### src/rtl/tf_rom_loader_pkg.sv
// Shared constants and types for the twiddle-factor memory loader.
// Region layout matches what the tf address generator reads.
package tf_rom_loader_pkg;

    localparam int DATA_WIDTH     = 12;
    localparam int ADDR_ROM_WIDTH = 8;
    localparam int NTT_LEN        = 64;
    localparam int OFFSET_TF_1    = 64;
    localparam int INTT_LEN       = 64;
    localparam int OFFSET_TF_2    = 128;
    localparam int PWM1_LEN       = 128;
    localparam int Q              = 3329;

    // One extra bit so the largest region length is representable.
    localparam int LEN_WIDTH = ADDR_ROM_WIDTH + 1;

    typedef logic [ADDR_ROM_WIDTH-1:0] addr_t;
    typedef logic [LEN_WIDTH-1:0]      len_t;
    typedef logic [DATA_WIDTH-1:0]     data_t;

    typedef enum logic [1:0] {
        OP_NTT  = 2'd0,
        OP_INTT = 2'd1,
        OP_PWM1 = 2'd2
    } opcode_e;

    typedef enum logic [1:0] {
        ST_IDLE  = 2'd0,
        ST_LOAD  = 2'd1,
        ST_FLUSH = 2'd2
    } state_e;

endpackage

### src/rtl/tf_rom_loader_region_decode.sv
// Combinational opcode decode into region base address and length.
// Opcode 3 has no region and is flagged illegal.
module tf_region_decode
    import tf_rom_loader_pkg::*;
(
    input  logic [1:0] opcode,
    output addr_t      base,
    output len_t       len,
    output logic       illegal
);

    always_comb begin
        // NOTE: every output gets a default first so no path can infer a latch.
        base    = '0;
        len     = '0;
        illegal = 1'b0;
        case (opcode)
            OP_NTT: begin
                base = '0;
                len  = LEN_WIDTH'(NTT_LEN);
            end
            OP_INTT: begin
                base = ADDR_ROM_WIDTH'(OFFSET_TF_1);
                len  = LEN_WIDTH'(INTT_LEN);
            end
            OP_PWM1: begin
                base = ADDR_ROM_WIDTH'(OFFSET_TF_2);
                len  = LEN_WIDTH'(PWM1_LEN);
            end
            default: illegal = 1'b1;
        endcase
    end

endmodule

### src/rtl/tf_rom_loader.sv
// Twiddle-factor memory writer: streams words into the NTT/INTT/PWM1 region.
// Optional range check against Q enabled by defining TF_RANGE_CHECK_EN.
module tf_rom_loader
    import tf_rom_loader_pkg::*;
(
    input  logic                      clk,
    input  logic                      rst,
    input  logic                      start,
    input  logic [1:0]                opcode,
    input  logic                      din_valid,
    input  logic [DATA_WIDTH-1:0]     din,
    output logic                      din_ready,
    output logic                      we,
    output logic [ADDR_ROM_WIDTH-1:0] waddr,
    output logic [DATA_WIDTH-1:0]     wdata,
    output logic                      busy,
    output logic                      done,
    output logic                      err
);

    state_e state_q, state_d;
    addr_t  base_q, dec_base;
    len_t   len_q, dec_len, cnt_q;
    logic   dec_illegal, hs, last_word, start_ok, illegal_req, keep_word;

    tf_region_decode u_decode (
        .opcode  (opcode),
        .base    (dec_base),
        .len     (dec_len),
        .illegal (dec_illegal)
    );

    assign din_ready   = (state_q == ST_LOAD);
    assign busy        = (state_q != ST_IDLE);
    assign hs          = din_valid & din_ready;
    assign last_word   = (cnt_q == len_q - 1'b1);
    assign start_ok    = (state_q == ST_IDLE) && start && !dec_illegal;
    assign illegal_req = (state_q == ST_IDLE) && start && dec_illegal;

`ifdef TF_RANGE_CHECK_EN
    assign keep_word = (din < DATA_WIDTH'(Q));
`else
    assign keep_word = 1'b1;
`endif

    always_comb begin
        state_d = state_q;
        case (state_q)
            ST_IDLE:  if (start_ok) state_d = ST_LOAD;
            ST_LOAD:  if (hs && last_word) state_d = ST_FLUSH;
            ST_FLUSH: state_d = ST_IDLE;
            default:  state_d = ST_IDLE;
        endcase
    end

    // NOTE: all state below uses non-blocking assignments so every register samples pre-edge values.
    always_ff @(posedge clk or negedge rst) begin
        if (!rst) begin
            state_q <= ST_IDLE;
            base_q  <= '0;
            len_q   <= '0;
            cnt_q   <= '0;
            we      <= 1'b0;
            waddr   <= '0;
            wdata   <= '0;
            done    <= 1'b0;
            err     <= 1'b0;
        end else begin
            state_q <= state_d;
            we      <= 1'b0;
            done    <= 1'b0;

            if (start_ok) begin
                base_q <= dec_base;
                len_q  <= dec_len;
                cnt_q  <= '0;
            end

            // Out-of-range words still consume an address slot to keep the layout fixed.
            if (hs) begin
                cnt_q <= cnt_q + 1'b1;
                done  <= last_word;
                if (keep_word) begin
                    we    <= 1'b1;
                    waddr <= base_q + cnt_q[ADDR_ROM_WIDTH-1:0];
                    wdata <= din;
                end
            end

`ifdef TF_RANGE_CHECK_EN
            if (start_ok) begin
                err <= 1'b0;
            end else if (illegal_req || (hs && !keep_word)) begin
                err <= 1'b1;
            end
`else
            err <= illegal_req;
`endif
        end
    end

endmodule

### config.mk
export PLATFORM = sky130hd
export DESIGN_NAME = tf_rom_loader
export DESIGN_NICKNAME = d
export VERILOG_FILES = /design/src/rtl/tf_rom_loader_pkg.sv /design/src/rtl/tf_rom_loader_region_decode.sv /design/src/rtl/tf_rom_loader.sv
export SDC_FILE = /design/constraint.sdc
export NUM_CORES = 1
export LEC_CHECK = 0
export ABC_AREA = 1
export CORE_MARGIN = 4
export CORE_UTILIZATION = 50
export CTS_BUF_LIST = sky130_fd_sc_hd__clkbuf_16
export DETAILED_ROUTE_END_ITERATION = 6
export PLACE_DENSITY_LB_ADDON = 0.25
export SLEW_MARGIN = 20
export SYNTH_ARGS = -nofsm -noshare
export SYNTH_HDL_FRONTEND = slang
export SYNTH_HIERARCHICAL = 1
export SYNTH_SLANG_ARGS = --single-unit
### constraint.sdc
create_clock -name clk -period 3.6 [get_ports clk]
set_input_delay 0.72 -clock clk [delete_from_list [all_inputs] [get_ports clk]]
set_output_delay 0.72 -clock clk [all_outputs]
set_load 0.01 [all_outputs]
==> flow_summary.json, run 1 <==
{
  "routabilityCongestion": 0.940,
  "period_share": 0.633,
  "viasPerCell": 4.77,
  "ys_ff_latch": 51,
  "post_drt_wl_per_cell_um": 12.1,
  "hold_violations": 0,
  "clockRootBuffer": "clkbuf_16",
  "cp.arrival_ps": 2510,
  "cp_data_required_time_ps": 3830,
  "yosysTopAreaCellShare": 0.457,
  "cts_tree": "built",
  "syn_area_um2": 2800,
  "core_um2": 5270,
  "skew_ps": 4.40,
  "p_leak_nw": 1.74,
  "start_util": 0.530,
  "synth_cell_types": 32,
  "fin_ws_ps": 1320,
  "fmax_mhz": 439,
  "hold_ws_ps": 441,
  "row_count": 26,
  "routed.top_layer": "met4",
  "setup_violations": 0,
  "cts_buffer_depth": 2,
  "relSlewSlack": 0.534,
  "vias": 2272,
  "internal_power_mw": 1.59,
  "worstSkewPairLatency_ps": 290,
  "cts_htree_levels": 2,
  "yosys.area.top_type": "dfrtp_1",
  "syn_area_per_cell_um2": 7.68,
  "hold_buffers": 0,
  "wl_um": 5780,
  "final.min_clock_period_ps": 2280,
  "nets": 433,
  "p_per_area_nw_per_um2": 803,
  "die_h_um": 82.8,
  "holdCritPathClass": "in -> async",
  "dr.first_iter.drc_count": 95,
  "cap_violations": 0,
  "cts_resized": 0,
  "pwr-share-clk": 0.174,
  "synth_cells": 364,
  "final_common_cell": "nand2_1",
  "path_max_fanout": 27,
  "grt_remaining_overflow": 0,
  "dp_hpwl_um": 4390,
  "synth_area_leaders": "dfrtp_1 (46%), nand2_1 (20%), o21ai_0 (4.7%)",
  "grt_max_degree": 52,
  "fin_area_um2": 3360,
  "routed-wl-met3_um": 435,
  "dieWidth_um": 82.8,
  "swShare": 0.411,
  "combPwrFrac": 0.463,
  "run_status": "finished clean",
  "syn_to_final_growth_pct": 20.3,
  "power_frac_seq": 0.363,
  "cp_cell_sequence": "clkdlybuf4s50_1 -> nand2_1 -> inv_1 -> inv_1 -> nand3_1 -> clkinv_1 -> o21ai_0 -> o21ai_0 -> inv_1",
  "endpoint_kind": "register",
  "slew_viol_final": 0,
  "io_buffers": 42,
  "m1WireLength_um": 2670,
  "drc": 0,
  "antenna_found_initial": 0,
  "slowest_delay_ps": 510,
  "grt_pass1_wl_um": 10000,
  "layout-drive-gt1-share": 0.0616,
  "startpoint_type": "input port",
  "rsz0062_at_grt": "no",
  "cpMaxStageDelayCell": "clkdlybuf4s50_1",
  "p_switching_mw": 1.11,
  "ir_drop_mv": 0.406,
  "dr.pass1.iters": 4,
  "nFillCells": 473,
  "ys_warn_count": 6,
  "route.antenna.remaining_nets": 0,
  "path_clk_slew_ps": 70,
  "antennaDiodeCount": 0,
  "path_class": "in -> reg",
  "final.setup.tns_ps": 0,
  "grt_pass1_vias": 2202,
  "die_area_um2": 6850,
  "cts.sinks": 51,
  "final_cell_mix": "nand2_1 (147), dfrtp_1 (51), clkdlybuf4s50_1 (41), inv_1 (31), o21ai_0 (26)",
  "io_pins": 43,
  "cts_setup_buffers": 0,
  "total_power_mw": 2.70,
  "ff2ff_path_depth": 11,
  "wl_met2_um": 2610,
  "worstMarginPinSlew_ps": 698,
  "path_common_cell": "inv_1",
  "track_usage": 0.194,
  "dp_worst_setup_slack_ps": 1020,
  "ys_seq_area_frac": 0.457,
  "cts_buffers": 5,
  "placed_area_um2": 3210
}
[per-stage QoR]
step	utilization	instances
3_5_place_dp	0.610	468
6_report	0.638	476
5_1_grt	0.638	476
4_1_cts	0.638	476
2_1_floorplan	-	376
3_3_place_gp	0.609	468
[cell type report]
class	count	area, um^2	share of cell area
Timing Repair Buffer	44	433	0.129
Multi-Input combinational cell	267	1280	0.381
Clock inverter	3	23.8	0.00707
Tap cell	70	87.6	0.0260
Clock buffer	5	125	0.0372
Sequential cell	51	1280	0.379
Inverter	36	135	0.0402
[cells by family (layout without fill, tap and decap cells)]
group,count (synthesis),after routing,synth area share
simple gates,200,200,0.300
buf+inv,58,88,0.101
flops,51,51,0.457
compound gates,34,34,0.0613
fa+ha+maj,10,10,0.0474
xor+xnor,9,9,0.0282
other cells,1,13,0.00134
mux,1,1,0.00403
[synth_stat cells]
cell,count
buf_1,1
a21oi_1,5
fa_1,1
or2_2,2
o21ai_1,2
buf_4,14
nor2_4,1
inv_1,31
clkbuf_1,3
buf_2,3
nand2_2,2
dfrtp_1,51
inv_2,4
nor2_8,1
nor2_1,20
ha_1,9
xnor2_1,2
nand2_1,147
o22ai_1,1
nor2_2,2
nor3_1,1
nand4_1,5
clkinv_1,1
o21ai_0,26
mux2_1,1
nand3_1,16
conb_1,1
nor3_2,1
xor2_1,7
nand3_2,1
nand3b_1,1
buf_6,1
[path summary, 6_finish.rpt]
path / startpoint / end / slack (ps)
hold reg to reg: wdata[1]$_DFFE_PN0P_ / wdata[1]$_DFFE_PN0P_ / 470
min in group clk: wdata[1]$_DFFE_PN0P_ / wdata[1]$_DFFE_PN0P_ / 470
hold / removal: rst / wdata[1]$_DFFE_PN0P_ / 440
setup / recovery: opcode[0] / cnt_q[5]$_DFFE_PN0P_ / 1320
max in group asynchronous: rst / cnt_q[8]$_DFFE_PN0P_ / 2730
setup reg to reg: cnt_q[0]$_DFFE_PN0P_ / waddr[6]$_DFFE_PN0P_ / 1660
[worst max-delay path: cells and delay by family]
kind            cells  cell delay (ps)
compound gates      2              450
buf+inv             5             1170
simple gates        2              160
[power groups by stage]
stage               clock network [mW]  logic, mW  registers (mW)
floorplan                            0      0.842           0.976
global placement                     0       1.21           0.985
detailed placement                   0       1.25           0.989
CTS                              0.482       1.26           0.980
global route                     0.510       1.44            1.01
finish                           0.469       1.25           0.979
[routing by layer]
metal	up-vias	GRT usage
met2	70	0.325
met4	0	0.0539
met3	6	0.0335
li1	1192	-
met1	1004	0.260
met5	-	0
[state kept, by name, summed over array words and instances, names as in the netlist]
register / count
base_q: 8
cnt_q: 9
done: 1
err: 1
len_q: 9
state_q: 2
waddr: 8
wdata: 12
we: 1
No activity file was read; power rests on OpenSTA's default activity.
==> inputs of run 2 (changes only) <==
clock period = 2.2 ns   (was 3.6 ns; I/O delays follow)
==> run 2 against run 1 <==
  * First-iteration DRC count up 33%
  * Design area up 1.6%
  * Flip-flop and latch count unchanged
  * Global-route usage down 0.25 points
  * Core utilization up 1.0 points
  * Setup slack worse by 1100 ps
  * Largest power group unchanged
==> flow_summary.json, run 2 (synthesis gave the netlist of run 1 again) <==
{
  "dieWidth_um": 82.8,
  "nets": 438,
  "period_share": 0.881,
  "cts_resized": 0,
  "swShare": 0.399,
  "cts_setup_buffers": 0,
  "die_area_um2": 6850,
  "cts_buffer_depth": 2,
  "row_count": 26,
  "antenna_found_initial": 0,
  "rrSetupSlack_ps": 260,
  "final_common_cell": "nand2_1",
  "timing.rr.start": "cnt_q[0]$_DFFE_PN0P_",
  "startpoint_type": "register",
  "track_usage": 0.192,
  "hold_violations": 0,
  "rsz0062_at_grt": "no",
  "cts_htree_levels": 2,
  "final_cell_mix": "nand2_1 (147), dfrtp_1 (51), clkdlybuf4s50_1 (41), inv_1 (31), o21ai_0 (26)",
  "fmax_mhz": 516,
  "cts_tree": "built",
  "largest_registers": "wdata: 12 flops, cnt_q: 9 flops, len_q: 9 flops",
  "dr.pass1.iters": 4,
  "p_leak_nw": 1.78,
  "internal_power_mw": 2.73,
  "hold_buffers": 0,
  "grt_pass1_vias": 2246,
  "largest_reg_flops": 12,
  "dp_hpwl_um": 4290,
  "cp.arrival_ps": 2120,
  "combPwrFrac": 0.452,
  "multi_input_area_um2": 1280,
  "placed_area_um2": 3250,
  "slew_viol_final": 0,
  "p_per_area_nw_per_um2": 1330,
  "io_buffers": 42,
  "place_inst": 473,
  "start_util": 0.530,
  "worstSkewPairLatency_ps": 290,
  "path_class": "reg -> reg",
  "route.antenna.remaining_nets": 0,
  "cp_data_required_time_ps": 2380,
  "routabilityCongestion": 0.877,
  "syn_to_final_growth_pct": 22.3,
  "p_switching_mw": 1.82,
  "final.setup.tns_ps": 0,
  "fin_area_um2": 3420,
  "holdCritPathClass": "in -> async",
  "cts.sinks": 51,
  "viasPerCell": 4.85,
  "grt_max_degree": 28,
  "setup_violations": 0,
  "reg2reg_to": "waddr[6]$_DFFE_PN0P_",
  "dr.first_iter.drc_count": 126,
  "power_frac_seq": 0.355,
  "clockRootBuffer": "clkbuf_16",
  "final.min_clock_period_ps": 1940,
  "post_drt_wl_per_cell_um": 12.1,
  "path_clk_slew_ps": 70,
  "nFillCells": 450,
  "io_pins": 43,
  "skew_ps": 3.04,
  "vias": 2334,
  "ir_drop_mv": 0.527,
  "grt_pass1_wl_um": 10000,
  "path_max_fanout": 5,
  "cap_violations": 0,
  "antennaDiodeCount": 0,
  "regMostFlops": "wdata",
  "endpoint_kind": "register",
  "layout-drive-gt1-share": 0.0730,
  "die_h_um": 82.8,
  "pwr-share-clk": 0.193,
  "core_um2": 5270,
  "drc": 0,
  "ff2ff_path_depth": 11,
  "grt_remaining_overflow": 0,
  "fin_cells": 481,
  "regArea_um2": 1280,
  "run_status": "finished clean",
  "cts_buffers": 5,
  "wl_um": 5810,
  "total_power_mw": 4.55
}
## run 2: how the worst max path moves through the flow
stage                                     from              endpoint  slack, ps  depth (start not counted)
after floorplan           cnt_q[0]$_DFFE_PN0P_  waddr[6]$_DFFE_PN0P_        510                         11
after global placement               opcode[1]  cnt_q[5]$_DFFE_PN0P_        260                         10
after detailed placement             opcode[1]  cnt_q[4]$_DFFE_PN0P_        240                          8
after CTS                 cnt_q[0]$_DFFE_PN0P_  waddr[6]$_DFFE_PN0P_        260                         11
after global routing      cnt_q[0]$_DFFE_PN0P_  waddr[6]$_DFFE_PN0P_         40                         11
final                     cnt_q[0]$_DFFE_PN0P_  waddr[6]$_DFFE_PN0P_        260                         11
## run 2: worst max-delay path, cell delays in order, from the launching register on
cell and delay (ps):
dfrtp_1 420, ha_1 220, inv_1 60, fa_1 390
o21ai_0 280, nand2_1 110, nand2_1 70, nand2_1 50
nand2_1 70, nand2_1 50, nand3_1 80, nand2_1 50
## run 2: cell type report
class                      count  share of cell area
tap                           70              0.0256
sequential                    51               0.373
multi-input combinational    267               0.375
inverter                      36              0.0395
clock buffer                   5              0.0366
clock inverter                 3              0.0128
timing repair buffer          49               0.137
## run 2: metal layers
metal	vias to the layer above	part of all wire	GRT usage
met3	7	0.070	0.0378
met2	69	0.48	0.333
met1	1056	0.44	0.241
met5	-	0	0
met4	0	0.014	0.0605
li1	1202	-	-
## run 2: per-stage QoR
step / hold slack (ps) / util / setup WS [ps]
finish: 35.8 / 0.649 / 262
global route: 60.7 / 0.649 / 42.6
CTS: 45.2 / 0.649 / 259
detailed placement: 355 / 0.617 / 243
global placement: 352 / 0.617 / 263
floorplan: 144 / - / 507
## run 2: power by group through the flow
stage	Sequential, mW	Combinational, mW	Clock [mW]
after detailed placement	1.62	2.04	0
after global routing	1.65	2.35	0.930
after global placement	1.61	2.00	0
after CTS	1.61	2.07	0.903
after floorplan	1.60	1.38	0
final	1.61	2.06	0.878
==> inputs of run 3 (changes only) <==
TNS_END_PERCENT = 1   (was not set)
==> results of run 3 <==
The final DEF is identical to that of run 2; final timing and power are the same.
